--- src/rtl/clk_div_pkg.sv ---
// Shared constants for the integer clock divider family.
package clk_div_pkg;

   localparam int unsigned RATIO_WIDTH_DEFAULT = 8;
   localparam int unsigned RATIO_BYPASS        = 0;
   localparam int unsigned MIN_DIV_RATIO       = 2;

endpackage

--- src/rtl/clk_div_mux.sv ---
// 2:1 clock mux wrapping the library clock-mux cell; behavioural model here.
module clk_div_mux (
   input  logic sel,
   input  logic i_clk_a,
   input  logic i_clk_b,
   output logic o_clk
);

   (* dont_touch = "true" *) logic clk_mux;

   assign clk_mux = sel ? i_clk_b : i_clk_a;
   assign o_clk   = clk_mux;

endmodule

--- src/rtl/clk_div_gen.sv ---
// Parametrised integer clock divider: ceil(N/2) high, floor(N/2) low, changes
// applied only at period boundaries, with a ref-domain period tick.
module clk_div_gen
   import clk_div_pkg::*;
#(
   parameter int unsigned RATIO_WIDTH = RATIO_WIDTH_DEFAULT
) (
   input  logic                   i_ref_clk,
   input  logic                   i_rst_n,
   input  logic                   i_clk_en,
   input  logic [RATIO_WIDTH-1:0] i_div_ratio,
   output logic                   o_div_clk,
   output logic                   o_div_tick,
   output logic [RATIO_WIDTH-1:0] o_ratio_active
);

   logic [RATIO_WIDTH-1:0] cnt_q, cnt_d;
   logic [RATIO_WIDTH-1:0] act_ratio_q, act_ratio_d;
   logic [RATIO_WIDTH-1:0] eff_ratio;
   logic [RATIO_WIDTH-1:0] high_len;
   logic [RATIO_WIDTH-1:0] cnt_inc;
   logic                   div_clk_q, div_clk_d;
   logic                   tick_q, tick_d;
   logic                   bypass;
   logic                   boundary;
   logic                   div_sel;

   always_comb begin
      eff_ratio = (i_clk_en && (i_div_ratio >= RATIO_WIDTH'(MIN_DIV_RATIO))) ?
                  i_div_ratio : RATIO_WIDTH'(RATIO_BYPASS);
      bypass    = (act_ratio_q == RATIO_WIDTH'(RATIO_BYPASS));
      boundary  = bypass || (cnt_q == act_ratio_q - RATIO_WIDTH'(1));
      high_len  = act_ratio_q - (act_ratio_q >> 1);
      // cnt stays <= act_ratio-2 off-boundary, so the increment cannot wrap
      cnt_inc   = cnt_q + RATIO_WIDTH'(1);
   end

   always_comb begin
      cnt_d       = cnt_q;
      act_ratio_d = act_ratio_q;
      div_clk_d   = div_clk_q;
      tick_d      = tick_q;
      if (boundary) begin
         act_ratio_d = eff_ratio;
         cnt_d       = '0;
         div_clk_d   = (eff_ratio != RATIO_WIDTH'(RATIO_BYPASS));
         tick_d      = 1'b1;
      end else begin
         cnt_d     = cnt_inc;
         div_clk_d = (cnt_inc < high_len);
         tick_d    = 1'b0;
      end
   end

   always_ff @(posedge i_ref_clk or negedge i_rst_n) begin
      if (!i_rst_n) begin
         cnt_q       <= '0;
         act_ratio_q <= '0;
         div_clk_q   <= 1'b0;
         tick_q      <= 1'b0;
      end else begin
         cnt_q       <= cnt_d;
         act_ratio_q <= act_ratio_d;
         div_clk_q   <= div_clk_d;
         tick_q      <= tick_d;
      end
   end

   // Select only moves at boundaries, where div_clk_q is low
   assign div_sel = ~bypass;

   clk_div_mux u_clk_mux (
      .sel     (div_sel),
      .i_clk_a (i_ref_clk),
      .i_clk_b (div_clk_q),
      .o_clk   (o_div_clk)
   );

   assign o_div_tick     = tick_q;
   assign o_ratio_active = act_ratio_q;

endmodule

--- config.mk ---
export PLATFORM = sky130hd
export DESIGN_NAME = clk_div_gen
export DESIGN_NICKNAME = d
export VERILOG_FILES = /design/src/rtl/clk_div_pkg.sv /design/src/rtl/clk_div_mux.sv /design/src/rtl/clk_div_gen.sv
export SDC_FILE = /design/constraint.sdc
export NUM_CORES = 1
export LEC_CHECK = 0
export CORE_AREA = 2 2 71 73
export DETAILED_ROUTE_END_ITERATION = 7
export DIE_AREA = 0 0 73 75
export GPL_TIMING_DRIVEN = 0
export REMOVE_ABC_BUFFERS = 1
export SYNTH_ARGS = -nofsm -noshare
export SYNTH_HDL_FRONTEND = slang
export SYNTH_HIERARCHICAL = 1
export SYNTH_SLANG_ARGS = --single-unit
--- constraint.sdc ---
create_clock -name i_ref_clk -period 3 [get_ports i_ref_clk]
set_clock_uncertainty 0.15 [all_clocks]
set_input_delay 0.75 -clock i_ref_clk [delete_from_list [all_inputs] [get_ports i_ref_clk]]
set_output_delay 0.75 -clock i_ref_clk [all_outputs]
set_load 0.01 [all_outputs]
==> After elaboration in Yosys (flattened, before gate mapping) <==
Index checks and enable logic that the tools add are counted.
{ "totals": {"inputBits": 11, "elab_cells": 19, "register_bits": 18} }
{ "classes": {"reduce_logical": 4, "eq_ne": 1, "magnitude_cmp": 2, "add_sub_neg": 3, "mux": 5} }
{ "op_table": {"columns": ["operator", "n"], "rows": [
  ["2-to-1 mux 8 bit", 2],
  ["adder 8 x 1 -> 8 bit (second input constant)", 1],
  ["== test 8 bit", 1],
  [">= comparator 8 x 2 -> 1 bit (second input constant)", 1],
  ["zero test 8 bit", 1],
  ["less-than comparator 8 bit", 1],
  ["nonzero test 8 bit", 1],
  ["subtractor 8 x 1 -> 8 bit (second input constant)", 1],
  ["subtractor 8 x 7 -> 8 bit", 1],
  ["2-to-1 mux 1 bit", 3],
  ["logical AND 1 bit", 1],
  ["logical OR 1 bit", 1]
]} }

==> Logic depth before layout (Yosys ltp) <==
Gate-level depths: netlist (run 1).
{ "logic_depth": {"depth_word": 5, "ltp_mapped": 15, "mapped_depth_nobuf": 15} }

==> Cells and area by module <==
Netlist (run 1), hierarchy kept.
{ "by_module_without_submodules": {"columns": ["mod", "seq_area_each_um2", "area_each_um2", "cells_each", "instances"], "rows": [
  ["clk_div_gen", 450.4, 1540.2, 159, 1],
  ["clk_div_mux", 0.0, 15.0, 1, 1]
]} }

==> results.ini, run 1 <==
[timing]
hold_violations = 0
finalSetupViolations = 0
fmax_ghz = 0.346
post-route-period-util = 0.964
rsz0062_at_grt = true
setup-tns-final_ns = 0
slew_headroom = 0.427
final-max-slew-violation-count = 0
tightest_slew_ns = 0.857
post-route-min-period_ns = 2.89

[grt]
grt.busiest_layer = met2
grt_pass1_vias = 1214
grt_overflow = 0
met3_usage = 0.0509
antenna_found_initial = 0
grt_max_degree = 19
grt_usage = 0.138
met1_usage = 0.170
met2_usage = 0.219
grt_pass1_wl_um = 5490

[logic_synthesis]
yosys_register_bits = 18
synth_cells = 160
syn_area_per_cell_um2 = 9.72
synth_largest_area_cell = dfrtp_1
ys_types = 35
synth_area_um2 = 1560
synth_edf_count = 0
yosys-top-cells-area = dfrtp_1, ha_1, xnor2_1
synth-seq-area-share = 0.290
ys.flop_type = dfrtp_1
synthArstFlopShare = 1.00
ys_warn_count = 6
synth_top_area_share = 0.290

[cts]
clk_latency_ns = 0.36
clk_pin_slew_ns = 0.07
cts_tree = done

[hold_path]
hold_end = cnt_q[0]
hp-class = flop to flop
worstHoldStart = cnt_q[0]
min_path_cells = 1

[power_and_ir_drop]
p_leak_nw = 0.878
ir_drop_uv = 140
power_density_nw_per_um2 = 246

[setup_path]
path_class = flop to output port
r2r-start = o_ratio_active[0]
crit_start = o_ratio_active[1]
worstPathRequired_ns = 2.10
ff2ff_path_depth = 15
reg2reg_setup_slack_ns = 0.17
worstPathArrival_ns = 1.99
cp-start-kind = flop
reg2reg_to = div_clk_q
crit_path_end_kind = output port
path_max_fanout = 5

[routing]
drt_iter0_drc = 26
drc = 0
first_pass_iters = 4
drt.antenna.violating_nets = 0
viasPerCell = 4.84
postRouteWirelength_um = 3340
wl_per_cell_um = 13.6
vias = 1191

[outcome]
status = completed

[floorplanning]
initial_utilization = 0.334
num_rows = 25
die_h_um = 75
die_w_um = 73
coreArea_um2 = 4660
fp.dieArea_um2 = 5480
io_pins = 21

[placement]
dp.cells = 232
hpwlAfterDp_um = 2500
gp_congestion = 0.767
io_buffers = 20

[layout]
num_antenna_cells = 0
fin_cells = 246
areaGrowthSynthToFinish_pct = 31.9
drive_above_1_share = 0.260
final_nets = 231

[job]
max-cap-violations = 0

## layout make-up
type                    instances  area, um2
clock buffers                   6       80.1
fillers                       447       2610
inverters                      17       73.8
multi-input cells             123       1110
flip-flops and latches         18        457
well taps                      54       67.6
repair buffers                 28        258
## through the flow
step           hold WS, ns  area [um2]  setup WS (ns)  total power, mW  utilization
4_1_cts              0.411        1900         0.0187            0.514        0.407
2_1_floorplan        0.304        1540         0.0686            0.252            -
3_3_place_gp         0.399        1810         -0.245            0.273        0.388
3_5_place_dp         0.401        1810         -0.244            0.273        0.388
5_1_grt              0.453        2050        -0.0429            0.531        0.440
6_report             0.409        2050          0.107            0.504        0.440
## worst max path at each step
stage	slack (ns)	cells past startpoint	to
final	0.11	6	o_div_clk
after global routing	-0.04	13	div_clk_q
after CTS	0.02	13	div_clk_q
after detailed placement	-0.24	13	div_clk_q
after global placement	-0.24	13	div_clk_q
after floorplan	0.07	13	div_clk_q
## layer usage
layer / wire [um] / share of wire / up-vias
met3: 155 / 0.046 / 4
met1: 1550 / 0.46 / 560
met4: 40 / 0.012 / 0
li1: - / - / 605
met5: 0 / 0 / -
met2: 1600 / 0.48 / 22
## power by group
group / total [mW] / switching [mW] / internal [mW]
registers: 0.243 / 0 / 0.243
logic: 0.0243 / 0.0112 / 0.0131
clock network: 0.237 / 0.0910 / 0.146
## repair_timing
item | in CTS | in global routing
endpoints found under the hold margin | 0 | 0
setup buffers | 1 | 8
hold buffers | 0 | 0
pin swaps | 0 | 15
resized for setup | 11 | 21
endpoints found under the setup margin | 2 | 1
## cell families after synthesis
group / share of synthesized area
AOI/OAI and AO/OA: 0.0885
xor gates and xnor gates: 0.141
adders and majority gates: 0.214
buffers and inverters: 0.0555
DFF: 0.290
muxes: 0.0611
and+or+nand+nor: 0.150
## Yosys cell counts, types with 2 or more instances
cell type,count
nor2_1,7
xnor2_1,16
nand4_1,2
nand3b_1,2
a21oi_1,7
inv_1,16
and2_2,7
o211ai_1,2
nand3_1,5
mux2i_1,8
o21ai_0,3
nand2_1,12
ha_1,25
xor2_1,9
nand2b_1,2
dfrtp_1,18
## sequential cells by signal (all words and copies together) (netlist names)
name            cells
cnt_q               8
o_ratio_active      8
div_clk_q           1
o_div_tick          1
## cell usage in the layout (no fill, tap or decap), types with 5 or more instances in the layout
master           instances
a21oi_1                  5
and2_2                   7
buf_4                    9
clkbuf_8                 5
clkdlybuf4s50_1         19
dfrtp_1                 13
dfrtp_2                  5
ha_1                    20
ha_4                     5
inv_1                   10
inv_2                    5
mux2i_1                  8
nand2_1                 12
nand3_1                  5
nor2_1                   7
xnor2_1                 16
xor2_1                   9
## worst max-delay path, stage by stage (launching register included)
cell and delay (ns):
dfrtp_2 0.46, inv_2 0.11, buf_4 0.11, ha_1 0.23
nand4_1 0.23, mux2_4 0.36, buf_6 0.12
No activity file was read; power rests on OpenSTA's default activity.
==> run 2, diff against run 1 <==
DONT_BUFFER_PORTS = 1   (was not set)
==> results.ini, run 2 (synthesis gave the netlist of run 1 again) <==
[routing]
drt.antenna.violating_nets = 0  ; unchanged
first_pass_iters = 3  ; was 4
wl_per_cell_um = 14.9  ; was 13.6 um
vias = 1112  ; was 1191
viasPerCell = 4.92  ; was 4.84
drc = 0  ; unchanged
postRouteWirelength_um = 3370  ; was 3340 um
drt_iter0_drc = 45  ; was 26

[floorplanning]
die_h_um = 75  ; unchanged
coreArea_um2 = 4660  ; unchanged
fp.dieArea_um2 = 5480  ; unchanged
initial_utilization = 0.334  ; unchanged
die_w_um = 73  ; unchanged
num_rows = 25  ; unchanged
io_pins = 21  ; unchanged

[timing]
setup-tns-final_ns = 0  ; unchanged
post-route-min-period_ns = 2.95  ; was 2.89 ns
hold_violations = 0  ; unchanged
final-max-slew-violation-count = 0  ; unchanged
post-route-period-util = 0.984  ; was 0.964
hold_slack_ns = 0.365  ; was 0.409 ns
fmax_ghz = 0.339  ; was 0.346 GHz
tightest_slew_ns = 0.864  ; was 0.857 ns
rsz0062_at_grt = true  ; unchanged
slew_headroom = 0.417  ; was 0.427
finalSetupViolations = 0  ; unchanged

[grt]
grt_pass1_wl_um = 5460  ; was 5490 um
grt_overflow = 0  ; unchanged
grt_max_degree = 19  ; unchanged
antenna_found_initial = 0  ; unchanged
grt_usage = 0.137  ; was 0.138
grt_pass1_vias = 1133  ; was 1214

[cts]
clk_latency_ns = 0.36  ; about the same
clk_pin_slew_ns = 0.07  ; about the same
cts_tree = done  ; unchanged

[power_and_ir_drop]
power_mw = 0.560  ; was 0.504 mW
switching_share = 0.201  ; was 0.203
power_density_nw_per_um2 = 307  ; was 246 nW/um2
seqPwrFrac = 0.433  ; was 0.481
p_leak_nw = 0.809  ; was 0.878 nW
combPwrFrac = 0.019  ; was 0.048
clockPowerShare = 0.548  ; was 0.471
ir_drop_uv = 188  ; was 140 uV
intPower_mw = 0.447  ; was 0.402 mW
p_sw_mw = 0.112  ; was 0.102 mW

[layout]
seq_area_um2 = 458  ; was 457 um2
final_area_um2 = 1820  ; was 2050 um2
areaGrowthSynthToFinish_pct = 17.1  ; was 31.9%
drive_above_1_share = 0.262  ; was 0.260
fillers = 464  ; was 447
layout_commonest_cell = ha_1  ; unchanged
fin_cells = 226  ; was 246
most-common-layout-cells = ha_1, xnor2_1, nand2_1, dfrtp_1, inv_1  ; was ha_1, clkdlybuf4s50_1, xnor2_1
final_nets = 210  ; was 231
multiInputGateArea_um2 = 1070  ; was 1110 um2
num_antenna_cells = 0  ; unchanged

[placement]
placed_area_um2 = 1610  ; was 1810 um2
dp.cells = 212  ; was 232
gp_congestion = 0.746  ; was 0.767
io_buffers = 0  ; was 20
hpwlAfterDp_um = 2490  ; was 2500 um

[setup_path]
crit_start = o_ratio_active[1]  ; unchanged
crit_path_end_kind = flop  ; was output port
reg2reg_setup_slack_ns = 0.05  ; was 0.17 ns
endpoint = div_clk_q  ; was o_div_clk
path_max_fanout = 5  ; unchanged
reg2reg_to = div_clk_q  ; unchanged
worstPathArrival_ns = 3.00  ; was 1.99 ns
path_class = flop to flop  ; was flop to output port
ff2ff_path_depth = 13  ; was 15
r2r-start = o_ratio_active[1]  ; was o_ratio_active[0]
cp-start-kind = flop  ; unchanged
worstPathRequired_ns = 3.05  ; was 2.10 ns

[hold_path]
min_path_cells = 2  ; was 1
hp-class = input port to flop  ; was flop to flop

[outcome]
status = completed  ; unchanged

[job]
max-cap-violations = 0  ; unchanged

-- run 2: cell count changes in the layout (fill, tap and decap cells not counted), moves of 2 or more --
cell | before | now
buf_4 | 9 | 6
clkbuf_8 | 5 | 7
clkdlybuf4s50_1 | 19 | 0
ha_1 | 20 | 24
ha_4 | 5 | 1
-- run 2: power groups by stage --
stage | sequential [mW] | combinational, mW | clock, mW
after CTS | 0.242 | 0.0111 | 0.318
after detailed placement | 0.247 | 0.00490 | 0.000666
after floorplan | 0.247 | 0.00357 | 0.000666
after global placement | 0.247 | 0.00504 | 0.000666
final | 0.242 | 0.0106 | 0.307
after global routing | 0.242 | 0.0123 | 0.328
-- run 2: final cells by class --
cell class                      instances  area share
Multi-Input combinational cell        123       0.588
Timing Repair Buffer                    7      0.0302
Clock buffer                            7      0.0529
Tap cell                               54      0.0371
Inverter                               17      0.0405
Sequential cell                        18       0.252
-- run 2: critical path, cell delays in order, from the launching register on --
cell and delay (ns):
dfrtp_2 0.47, inv_2 0.08, ha_1 0.29, o21ba_2 0.23
o21ai_4 0.17, a221oi_4 0.09, o21bai_1 0.18, a21oi_2 0.08
xnor2_1 0.13, ha_1 0.31, nand4_1 0.09, or3_1 0.32
o211ai_1 0.10, mux2i_1 0.10
-- run 2: routing by layer --
metal | part of all wire | track usage
met5 | 0 | 0
met4 | 0.0062 | 0.0350
met3 | 0.044 | 0.0589
met2 | 0.46 | 0.213
met1 | 0.49 | 0.175
-- run 2: how the worst min path moves through the flow --
stage | startpoint | end | slack (ns)
2_1_floorplan | i_rst_n | cnt_q[0] | 0.30
3_3_place_gp | i_rst_n | cnt_q[2] | 0.31
3_5_place_dp | i_rst_n | cnt_q[1] | 0.31
4_1_cts | i_div_ratio[4] | o_ratio_active[4] | 0.36
5_1_grt | i_div_ratio[5] | o_ratio_active[5] | 0.37
6_report | i_div_ratio[4] | o_ratio_active[4] | 0.37
-- run 2: what timing repair did --
item / CTS / global route
endpoints found under the hold margin: 18 / 0
pin swaps: 3 / 12
setup endpoints to repair: 1 / 1
hold buffers: 1 / 0
gates resized for setup: 15 / 9
buffers inserted: 2 / 4
-- run 2: through the flow --
step	util	setup slack (ns)
floorplan	-	0.0686
global placement	0.345	-0.332
detailed placement	0.345	-0.349
CTS	0.376	0.0112
global route	0.391	-0.159
finish	0.391	0.0486
==> run 3, diff against run 2 <==
PLACE_DENSITY = 0.49   (was not set)
==> results.ini, run 3 (synthesis gave the netlist of run 1 again) <==
[power_and_ir_drop]
ir_drop_uv = 202  ; was 188 uV
intPower_mw = 0.447  ; about the same
p_leak_nw = 0.805  ; was 0.809 nW
seqPwrFrac = 0.435  ; was 0.433
switching_share = 0.197  ; was 0.201
p_sw_mw = 0.110  ; was 0.112 mW
power_density_nw_per_um2 = 305  ; was 307 nW/um2
combPwrFrac = 0.019  ; about the same
clockPowerShare = 0.546  ; was 0.548

[floorplanning]
die_h_um = 75  ; unchanged
num_rows = 25  ; unchanged
die_w_um = 73  ; unchanged
io_pins = 21  ; unchanged
initial_utilization = 0.334  ; unchanged
coreArea_um2 = 4660  ; unchanged
fp.dieArea_um2 = 5480  ; unchanged

[grt]
grt_usage = 0.144  ; was 0.137
grt_pass1_wl_um = 5730  ; was 5460 um
grt_max_degree = 19  ; unchanged
antenna_found_initial = 0  ; unchanged
grt_pass1_vias = 1221  ; was 1133
grt_overflow = 0  ; unchanged

[timing]
setup-tns-final_ns = 0  ; unchanged
fin_ws_ns = 0.0327  ; was 0.0486 ns
tightest_slew_ns = 0.878  ; was 0.864 ns
slew_headroom = 0.413  ; was 0.417
post-route-min-period_ns = 2.97  ; was 2.95 ns
hold_slack_ns = 0.369  ; was 0.365 ns
hold_violations = 0  ; unchanged
rsz0062_at_grt = true  ; unchanged
finalSetupViolations = 0  ; unchanged
fmax_ghz = 0.337  ; was 0.339 GHz
post-route-period-util = 0.989  ; was 0.984
final-max-slew-violation-count = 0  ; unchanged

[layout]
most-common-layout-cells = ha_1, xnor2_1, inv_1, nand2_1, dfrtp_1  ; was ha_1, xnor2_1, nand2_1, dfrtp_1, inv_1
num_antenna_cells = 0  ; unchanged
areaGrowthSynthToFinish_pct = 17.5  ; was 17.1%
layout_commonest_cell = ha_1  ; unchanged
drive_above_1_share = 0.257  ; was 0.262
fillers = 445  ; was 464
final_nets = 209  ; was 210
multiInputGateArea_um2 = 1090  ; was 1070 um2
seq_area_um2 = 458  ; unchanged

[placement]
gp_congestion = 0.751  ; was 0.746
pre_cts_slack_ns = -0.325  ; was -0.349 ns
io_buffers = 0  ; unchanged
hpwlAfterDp_um = 2550  ; was 2490 um

[setup_path]
path_max_fanout = 5  ; unchanged
worstPathRequired_ns = 3.05  ; about the same
ff2ff_path_depth = 13  ; unchanged
reg2reg_to = div_clk_q  ; unchanged
worstPathArrival_ns = 3.02  ; was 3.00 ns
crit_path_end_kind = flop  ; unchanged
r2r-start = o_ratio_active[1]  ; unchanged
cp-start-kind = flop  ; unchanged
path_class = flop to flop  ; unchanged
reg2reg_setup_slack_ns = 0.03  ; was 0.05 ns

[routing]
wl_per_cell_um = 15.3  ; was 14.9 um
postRouteWirelength_um = 3440  ; was 3370 um
drt_iter0_drc = 37  ; was 45
viasPerCell = 4.91  ; was 4.92
first_pass_iters = 4  ; was 3
drt.antenna.violating_nets = 0  ; unchanged
drc = 0  ; unchanged
vias = 1104  ; was 1112

[outcome]
status = completed  ; unchanged

[hold_path]
hp-class = input port to flop  ; unchanged
hold_end = o_ratio_active[4]  ; unchanged
worstHoldStart = i_div_ratio[4]  ; unchanged
min_path_cells = 2  ; unchanged

[cts]
clk_pin_slew_ns = 0.07  ; about the same
clk_latency_ns = 0.36  ; about the same
cts_tree = done  ; unchanged

[job]
max-cap-violations = 0  ; unchanged

-- run 3: final cells by class --
type                    instances  area share
clock buffers                   7      0.0527
inverters                      17      0.0390
multi-input cells             123       0.595
flip-flops and latches         18       0.251
well taps                      54      0.0370
repair buffers                  6      0.0260
-- run 3: critical path, cell delays in order (launching register included) --
cell,delay [ns]
dfrtp_2,0.48
inv_2,0.08
ha_1,0.29
o21ba_2,0.23
o21ai_4,0.18
a221oi_4,0.10
o21bai_1,0.14
a21oi_1,0.09
xnor2_1,0.14
ha_1,0.33
nand4_1,0.09
or3_1,0.32
o211ai_1,0.09
mux2i_1,0.11
-- run 3: worst max path at each step --
stage,from,endpoint,slack [ns]
finish,o_ratio_active[1],div_clk_q,0.03
global placement,o_ratio_active[2],div_clk_q,-0.33
global route,o_ratio_active[0],div_clk_q,-0.15
CTS,o_ratio_active[0],div_clk_q,0.004
detailed placement,o_ratio_active[2],div_clk_q,-0.32
floorplan,o_ratio_active[2],div_clk_q,0.07
-- run 3: power groups by stage --
| stage | Combinational (mW) | Sequential (mW) | Clock, mW |
|---|---|---|---|
| after CTS | 0.0112 | 0.242 | 0.317 |
| after global routing | 0.0124 | 0.242 | 0.331 |
| after floorplan | 0.00357 | 0.247 | 0.000666 |
| after global placement | 0.00466 | 0.247 | 0.000666 |
| final | 0.0105 | 0.242 | 0.304 |
| after detailed placement | 0.00485 | 0.247 | 0.000666 |
-- run 3: repair_timing --
item	in CTS	in global routing
pin swaps	10	4
setup endpoints to repair	1	9
cloned	0	0
hold buffers	1	0
endpoints found under the hold margin	18	0
buffers inserted	5	0
resized for setup	19	5
-- run 3: metrics by stage --
stage / power (mW) / area, um2 / utilization / std cells
6_report: 0.557 / 1830 / 0.392 / 225
5_1_grt: 0.586 / 1830 / 0.392 / 225
4_1_cts: 0.571 / 1790 / 0.384 / 225
3_5_place_dp: 0.253 / 1610 / 0.345 / 212
3_3_place_gp: 0.253 / 1610 / 0.345 / 212
2_1_floorplan: 0.252 / 1540 / - / 158
-- run 3: routing by layer --
| metal | track usage | vias to the layer above | wire [um] |
|---|---|---|---|
| met4 | 0.0350 | 0 | 18 |
| met5 | 0 | - | 0 |
| met1 | 0.177 | 519 | 1560 |
| met3 | 0.0643 | 2 | 169 |
| met2 | 0.232 | 22 | 1690 |
| li1 | - | 561 | - |
